<file path="config.mk">
export PLATFORM = sky130hd
export DESIGN_NAME = adc_reader
export DESIGN_NICKNAME = d
export VERILOG_FILES = /design/src/rtl/comptest_pkg.sv /design/src/rtl/rise_detect.sv /design/src/rtl/adc_reader.sv
export SDC_FILE = /design/constraint.sdc
export NUM_CORES = 1
export LEC_CHECK = 0
export CORE_ASPECT_RATIO = 1.75
export CORE_MARGIN = 1
export CORE_UTILIZATION = 55
export DETAILED_ROUTE_END_ITERATION = 8
export HOLD_SLACK_MARGIN = 0.05
export PLACE_DENSITY = 0.9
export SLEW_MARGIN = 20
export SYNTH_ARGS = -nofsm -noshare
export SYNTH_HDL_FRONTEND = slang
export SYNTH_SLANG_ARGS = --single-unit
</file>
<file path="constraint.sdc">
create_clock -name clock -period 2.28 [get_ports clock]
set_input_delay 0.456 -clock clock [delete_from_list [all_inputs] [get_ports clock]]
set_output_delay 0.456 -clock clock [all_outputs]
set_load 0.05 [all_outputs]
</file>
<file path="src/rtl/comptest_pkg.sv">
// Shared definitions for the comparator-test serial engines (ADC reader, DAC writer).
package comptest_pkg;

    typedef enum logic [2:0] {
        ST_IDLE  = 3'd0,
        ST_SETUP = 3'd1,
        ST_SHIFT = 3'd2,
        ST_DONE  = 3'd3,
        ST_QUIET = 3'd4
    } state_t;

    // sclk half-period in system clocks for a given divider exponent
    function automatic int half_period(input int div);
        return 1 << (div - 1);
    endfunction

endpackage

</file>
<file path="src/rtl/rise_detect.sv">
// Two-flop rising-edge detector: one-cycle pulse the clock after the input rises.
module rise_detect (
    input  logic clock,
    input  logic _reset,
    input  logic d,
    output logic pulse
);

    logic [1:0] rd_ff;

    always_ff @(posedge clock) begin
        if (!_reset) rd_ff <= 2'b00;
        else         rd_ff <= {rd_ff[0], d};
    end

    assign pulse = (rd_ff == 2'b01);

endmodule

</file>
<file path="src/rtl/adc_reader.sv">
// Serial ADC readback: frames _cs/sclk, shifts in MSB-first sdo, drops leading bits,
// presents the result with a one-cycle valid strobe.
module adc_reader
    import comptest_pkg::*;
#(
    parameter int NBITS = 12,
    parameter int LEAD  = 4,
    parameter int DIV   = 4,
    parameter int QUIET = 16
) (
    input  logic             clock,
    input  logic             _reset,
    input  logic             adc_read,
    input  logic             sdo,
    output logic             _cs,
    output logic             sclk,
    output logic [NBITS-1:0] data,
    output logic             data_valid,
    output logic             busy
);

    localparam int H     = half_period(DIV);
    localparam int FRAME = LEAD + NBITS;
    localparam int CMAX  = (H > QUIET) ? H : QUIET;
    localparam int CW    = $clog2(CMAX + 1);
    localparam int BW    = $clog2(FRAME + 1);

    state_t           state, st_n;
    logic [CW-1:0]    cnt, cnt_n;
    logic             ph, ph_n;            // 0: sclk low half, 1: sclk high half
    logic [BW-1:0]    bitcnt, bit_n;
    logic [NBITS-1:0] shift, shift_n, data_n;
    logic             pend, pend_n, busy_n, dv_n;
    logic             req, half_end;

    rise_detect u_req (
        .clock  (clock),
        ._reset (_reset),
        .d      (adc_read),
        .pulse  (req)
    );

    assign half_end = (cnt == CW'(H - 1));

    always_comb begin
        st_n    = state;
        cnt_n   = cnt + 1'b1;
        ph_n    = ph;
        bit_n   = bitcnt;
        shift_n = shift;
        data_n  = data;
        dv_n    = 1'b0;
        busy_n  = busy;
        pend_n  = pend | (req & busy);
        case (state)
            ST_IDLE: begin
                cnt_n = '0;
                if (req || pend) begin
                    st_n   = ST_SETUP;
                    busy_n = 1'b1;
                    pend_n = 1'b0;
                end
            end
            ST_SETUP: begin
                if (half_end) begin
                    st_n  = ST_SHIFT;
                    cnt_n = '0;
                    ph_n  = 1'b0;
                    bit_n = '0;
                end
            end
            ST_SHIFT: begin
                if (half_end) begin
                    cnt_n = '0;
                    if (!ph) begin
                        // sclk rises on this edge; the ADC has held sdo since the fall
                        ph_n    = 1'b1;
                        shift_n = {shift[NBITS-2:0], sdo};
                    end else if (bitcnt == BW'(FRAME - 1)) begin
                        st_n = ST_DONE;
                    end else begin
                        ph_n  = 1'b0;
                        bit_n = bitcnt + 1'b1;
                    end
                end
            end
            ST_DONE: begin
                st_n   = ST_QUIET;
                cnt_n  = '0;
                data_n = shift;
                dv_n   = 1'b1;
            end
            ST_QUIET: begin
                if (cnt == CW'(QUIET - 1)) begin
                    cnt_n = '0;
                    // a queued request chains straight into the next frame, keeping busy high
                    if (pend || req) begin
                        st_n   = ST_SETUP;
                        pend_n = 1'b0;
                    end else begin
                        st_n   = ST_IDLE;
                        busy_n = 1'b0;
                    end
                end
            end
            default: begin
                st_n  = ST_IDLE;
                cnt_n = '0;
            end
        endcase
    end

    always_ff @(posedge clock) begin
        if (!_reset) begin
            state      <= ST_IDLE;
            cnt        <= '0;
            ph         <= 1'b0;
            bitcnt     <= '0;
            shift      <= '0;
            data       <= '0;
            data_valid <= 1'b0;
            busy       <= 1'b0;
            pend       <= 1'b0;
            _cs        <= 1'b1;
            sclk       <= 1'b1;
        end else begin
            state      <= st_n;
            cnt        <= cnt_n;
            ph         <= ph_n;
            bitcnt     <= bit_n;
            shift      <= shift_n;
            data       <= data_n;
            data_valid <= dv_n;
            busy       <= busy_n;
            pend       <= pend_n;
            // pins registered from next state so they change cleanly with the state
            _cs        <= !(st_n == ST_SETUP || st_n == ST_SHIFT);
            sclk       <= !(st_n == ST_SHIFT && !ph_n);
        end
    end

endmodule

</file>
==> metrics.md, run 1 <==
| Metric | Value |
|---|---|
| Synthesized instance count | `201` |
| Status | `finished clean` |
| Vias in the first global route | `1,430` |
| Post-CTS setup buffers | `0` |
| Net count after synthesis | `210` |
| Half-perimeter wire length after detailed placement | `2500 µm` |
| Fin. max-slew vios | `0` |
| Final RePlAce weighted congestion | `0.836` |
| Number of buffers created by CTS | `5` |
| Sum of negative setup slack | `0 ns` |
| Layout Area Growth over Synthesis | `16.3%` |
| Critical path start-end classification | `flip-flop to flip-flop` |
| Initial Utilization | `58.7%` |
| Post-cts resize count | `0` |
| Sequential share of the synthesized area | `roughly 48%` |
| Global routing usage summed across all routing layers | `21.8%` |
| Complex-gate fraction of the synthesized area | `14.4%` |
| CP arrival | `2.27 ns` |
| Number of buffers on the longest clock path | `2` |
| Sinks on the clock net | `between 40 and 50` |
| IR Drop Worst-Case VDD | `roughly 0.00065 V` |
| Port bufs | `19` |
| # H-tree levels | `2` |
| Maximum operating frequency | `0.475 GHz` |
| XOR/XNOR Fraction of Synth Area | `1.86%` |
| Simple-gate share of the synthesized area | `a little over a fifth` |
| Clock Pin Slew Worst Setup and Hold Paths | `approximately 0.08 ns` |
| Predominant post-synthesis flop cell | `sky130_fd_sc_hd__dfxtp_1` |
| Post-synthesis async set-or-reset flop share | `0%` |
| Core utilization of the finished layout | `68.3%` |
| Number of max-cap violations | `0` |
| Via count | `1,473` |
| Top cell type's share of synthesized area | `47.8%` |
| Leakage | `around 0.73 nW` |
| Number of warnings issued by yosys | `0` |
| Critical path peak fanout | `6` |
| I/O pin count | `20` |
| Cell row count | `27` |
| Min-Delay Path Class | `flip-flop to flip-flop` |
| Final net count | `between 200 and 250` |
| Period Utilization, post-route | `92.4%` |
| Largest family of logic cells by synthesized area | `simple AND/OR/NAND/NOR gates` |
| Count of antenna diodes in the layout | `0` |
| Drt drc | `0` |
| Adder-Cell Fraction of Synth Area | `under 10%` |
| Root buffer cell | `sky130_fd_sc_hd__clkbuf_8` |
| Number of antenna violations at the first check in global routing | `0` |
| Detailed Route Iter0 Violations | `33` |
| Number of cells traversed by the worst hold path | `2` |
| Average cell area after synthesis | `9.37 µm²` |
| Number of search-and-repair iterations in the first detailed-routing pass | `4` |
| Pin count of the biggest net entering global routing | `34` |
| Number of synthesized register bits | `between 40 and 50` |
| Setup-violating endpoint count in the final report | `0` |
| Setup repair after global routing missed its margin | `no` |
| Setup clock skew after layout | `approximately 0.0090 ns` |
| Final critical-path required period | `2.11 ns` |
| Aggregate routed wire length | `between 3000 and 4000 µm` |
| Insertion delay to the later sink of the worst-skew pair | `0.29 ns` |
| Gr ovfl total | `0` |
| Cell types with the largest area share after synthesis | `sky130_fd_sc_hd__dfxtp_1 48%, sky130_fd_sc_hd__mux2i_1 7.4%, sky130_fd_sc_hd__nand2_1 5.2%` |
| Fraction of final layout cells with drive strength greater than 1 | `8.11%` |
| Routed wire per std cell | `12.9 µm` |
| ANT nets after route | `0` |
| PwrDens | `606 nW/µm²` |
| Final hold violation count | `0` |
| Hold_buf cts | `0` |
| Die span in y | `between 70 and 80 µm` |
| Library cell occupying the most area in the post-synthesis netlist | `sky130_fd_sc_hd__dfxtp_1` |
| Core outline area | `3210 µm²` |
| WP data required | `2.44 ns` |
| CTS tree | `yes` |
| Post-synthesis cell type count | `43` |
| Worst slew pin tran | `0.614 ns` |
| Top cell types by occurrence after synthesis | `45 x sky130_fd_sc_hd__dfxtp_1, 26 x sky130_fd_sc_hd__nand2_1, 22 x sky130_fd_sc_hd__nor2_1, 16 x sky130_fd_sc_hd__a21oi_1, 14 x sky130_fd_sc_hd__mux2i_1` |
| Critical path startpoint category | `flip-flop` |
| Crit end category | `flip-flop` |
| Wire length of the first global-routing pass | `5980 µm` |
| Most used standard cell by instance count after synthesis | `sky130_fd_sc_hd__dfxtp_1` |
| FF-to-FF path depth | `7` |
| Number of flops mapped to enable cells by yosys | `0` |
| Die width | `46.2 µm` |
| Via density per instance | `about 5.6` |
| Multiplexer share of the synthesized area | `7.44%` |
| Area enclosed by the die boundary | `3670 µm²` |
| Cell area after synthesis | `between 1500 and 2000 µm²` |
| Max transition margin | `58.7%` |
[stage by stage]
stage / area (µm²) / std cells / total power, mW / setup slack (ns) / hold WS, ns
2_1_floorplan: 1880 / 201 / 0.859 / 0.346 / 0.427
3_3_place_gp: 2110 / 257 / 0.880 / 0.257 / 0.433
3_5_place_dp: 2110 / 257 / 0.881 / 0.165 / 0.442
4_1_cts: 2190 / 265 / 1.34 / 0.159 / 0.459
5_1_grt: 2190 / 265 / 1.38 / 0.0570 / 0.491
6_report: 2190 / 265 / 1.33 / 0.173 / 0.454
[routing by layer]
layer	GRT usage (%)	vias to the layer above	wire, µm	part of all wire (%)
li1	-	733	-	-
met1	24.5	700	1400	41
met2	38.0	33	1830	54
met3	4.52	7	119	3.5
met4	8.53	0	61	1.8
met5	0	-	0	0
[power breakdown]
group	leakage [nW]	switching [mW]	internal, mW
Combinational	0.321	0.0380	0.0251
Clock	0.0450	0.254	0.213
Sequential	0.363	0.00717	0.792
Total	0.729	0.299	1.03
[state kept, by name (all words and copies together), names as in the netlist]
| name | count |
|---|---|
| _cs | 1 |
| bitcnt | 5 |
| busy | 1 |
| cnt | 5 |
| data | 12 |
| data_valid | 1 |
| pend | 1 |
| ph | 1 |
| sclk | 1 |
| shift | 12 |
| state | 3 |
| u_req.rd_ff | 2 |
[worst max-delay path, stage by stage, from the launching register on]
cell                        delay [ns]
sky130_fd_sc_hd__dfxtp_1          0.34
sky130_fd_sc_hd__ha_1             0.23
sky130_fd_sc_hd__and3_1           0.19
sky130_fd_sc_hd__ha_1             0.20
sky130_fd_sc_hd__nand4bb_1        0.29
sky130_fd_sc_hd__a211oi_4         0.42
sky130_fd_sc_hd__mux2i_1          0.24
sky130_fd_sc_hd__nor2_1           0.06
[cell usage in the layout, fill, tap and decap left out, types with 2 or more instances in the layout]
cell type,n
sky130_fd_sc_hd__nand2b_1,3
sky130_fd_sc_hd__nor3_1,5
sky130_fd_sc_hd__xnor2_1,3
sky130_fd_sc_hd__nand2_1,26
sky130_fd_sc_hd__a21oi_1,16
sky130_fd_sc_hd__nand4bb_1,2
sky130_fd_sc_hd__clkbuf_8,5
sky130_fd_sc_hd__inv_1,5
sky130_fd_sc_hd__o21ai_0,3
sky130_fd_sc_hd__nand3_1,2
sky130_fd_sc_hd__a31oi_1,2
sky130_fd_sc_hd__buf_4,5
sky130_fd_sc_hd__mux2i_1,14
sky130_fd_sc_hd__ha_1,5
sky130_fd_sc_hd__clkinv_2,2
sky130_fd_sc_hd__nand3b_1,2
sky130_fd_sc_hd__clkdlybuf4s50_1,19
sky130_fd_sc_hd__a211oi_1,2
sky130_fd_sc_hd__nor2_1,22
sky130_fd_sc_hd__dfxtp_1,45
sky130_fd_sc_hd__o31ai_1,3
sky130_fd_sc_hd__nor2b_1,5
sky130_fd_sc_hd__and2_1,4
sky130_fd_sc_hd__and3_1,2
[logic make-up (layout without fill, tap and decap cells)]
group | Yosys count | after routing
adder cells (fa/ha/maj) | 5 | 5
XOR/XNOR | 4 | 4
AO/OA/AOI/OAI | 38 | 38
buffers and inverters | 17 | 38
flip-flops | 45 | 45
AND/OR/NAND/NOR | 78 | 78
multiplexers | 14 | 14
[final cells by class]
cell class                 count  area, µm²
fill                         263       1020
multi-input combinational    139        903
sequential                    45        901
timing repair buffer          24        228
clock buffer                   6       72.6
tap                           43       53.8
inverter                       6       22.5
clock inverter                 2       10.0
[final timing paths]
kind                                               end                   start  slack (ns)
worst min register to register    data[4]$_SDFFE_PN0P_    data[4]$_SDFFE_PN0P_        0.45
worst max-delay path            bitcnt[1]$_SDFFE_PN0P_  bitcnt[0]$_SDFFE_PN0P_        0.17
worst min-delay path              data[4]$_SDFFE_PN0P_    data[4]$_SDFFE_PN0P_        0.45
worst max register to register  bitcnt[1]$_SDFFE_PN0P_  bitcnt[0]$_SDFFE_PN0P_        0.17
(Power assumes the default switching activity.)
==> inputs of run 2 (changes only) <==
Settings changed: ABC_CLOCK_PERIOD_IN_PS set to 2280.
==> results of run 2 <==
The final DEF is identical to that of run 1; final timing and power are the same.
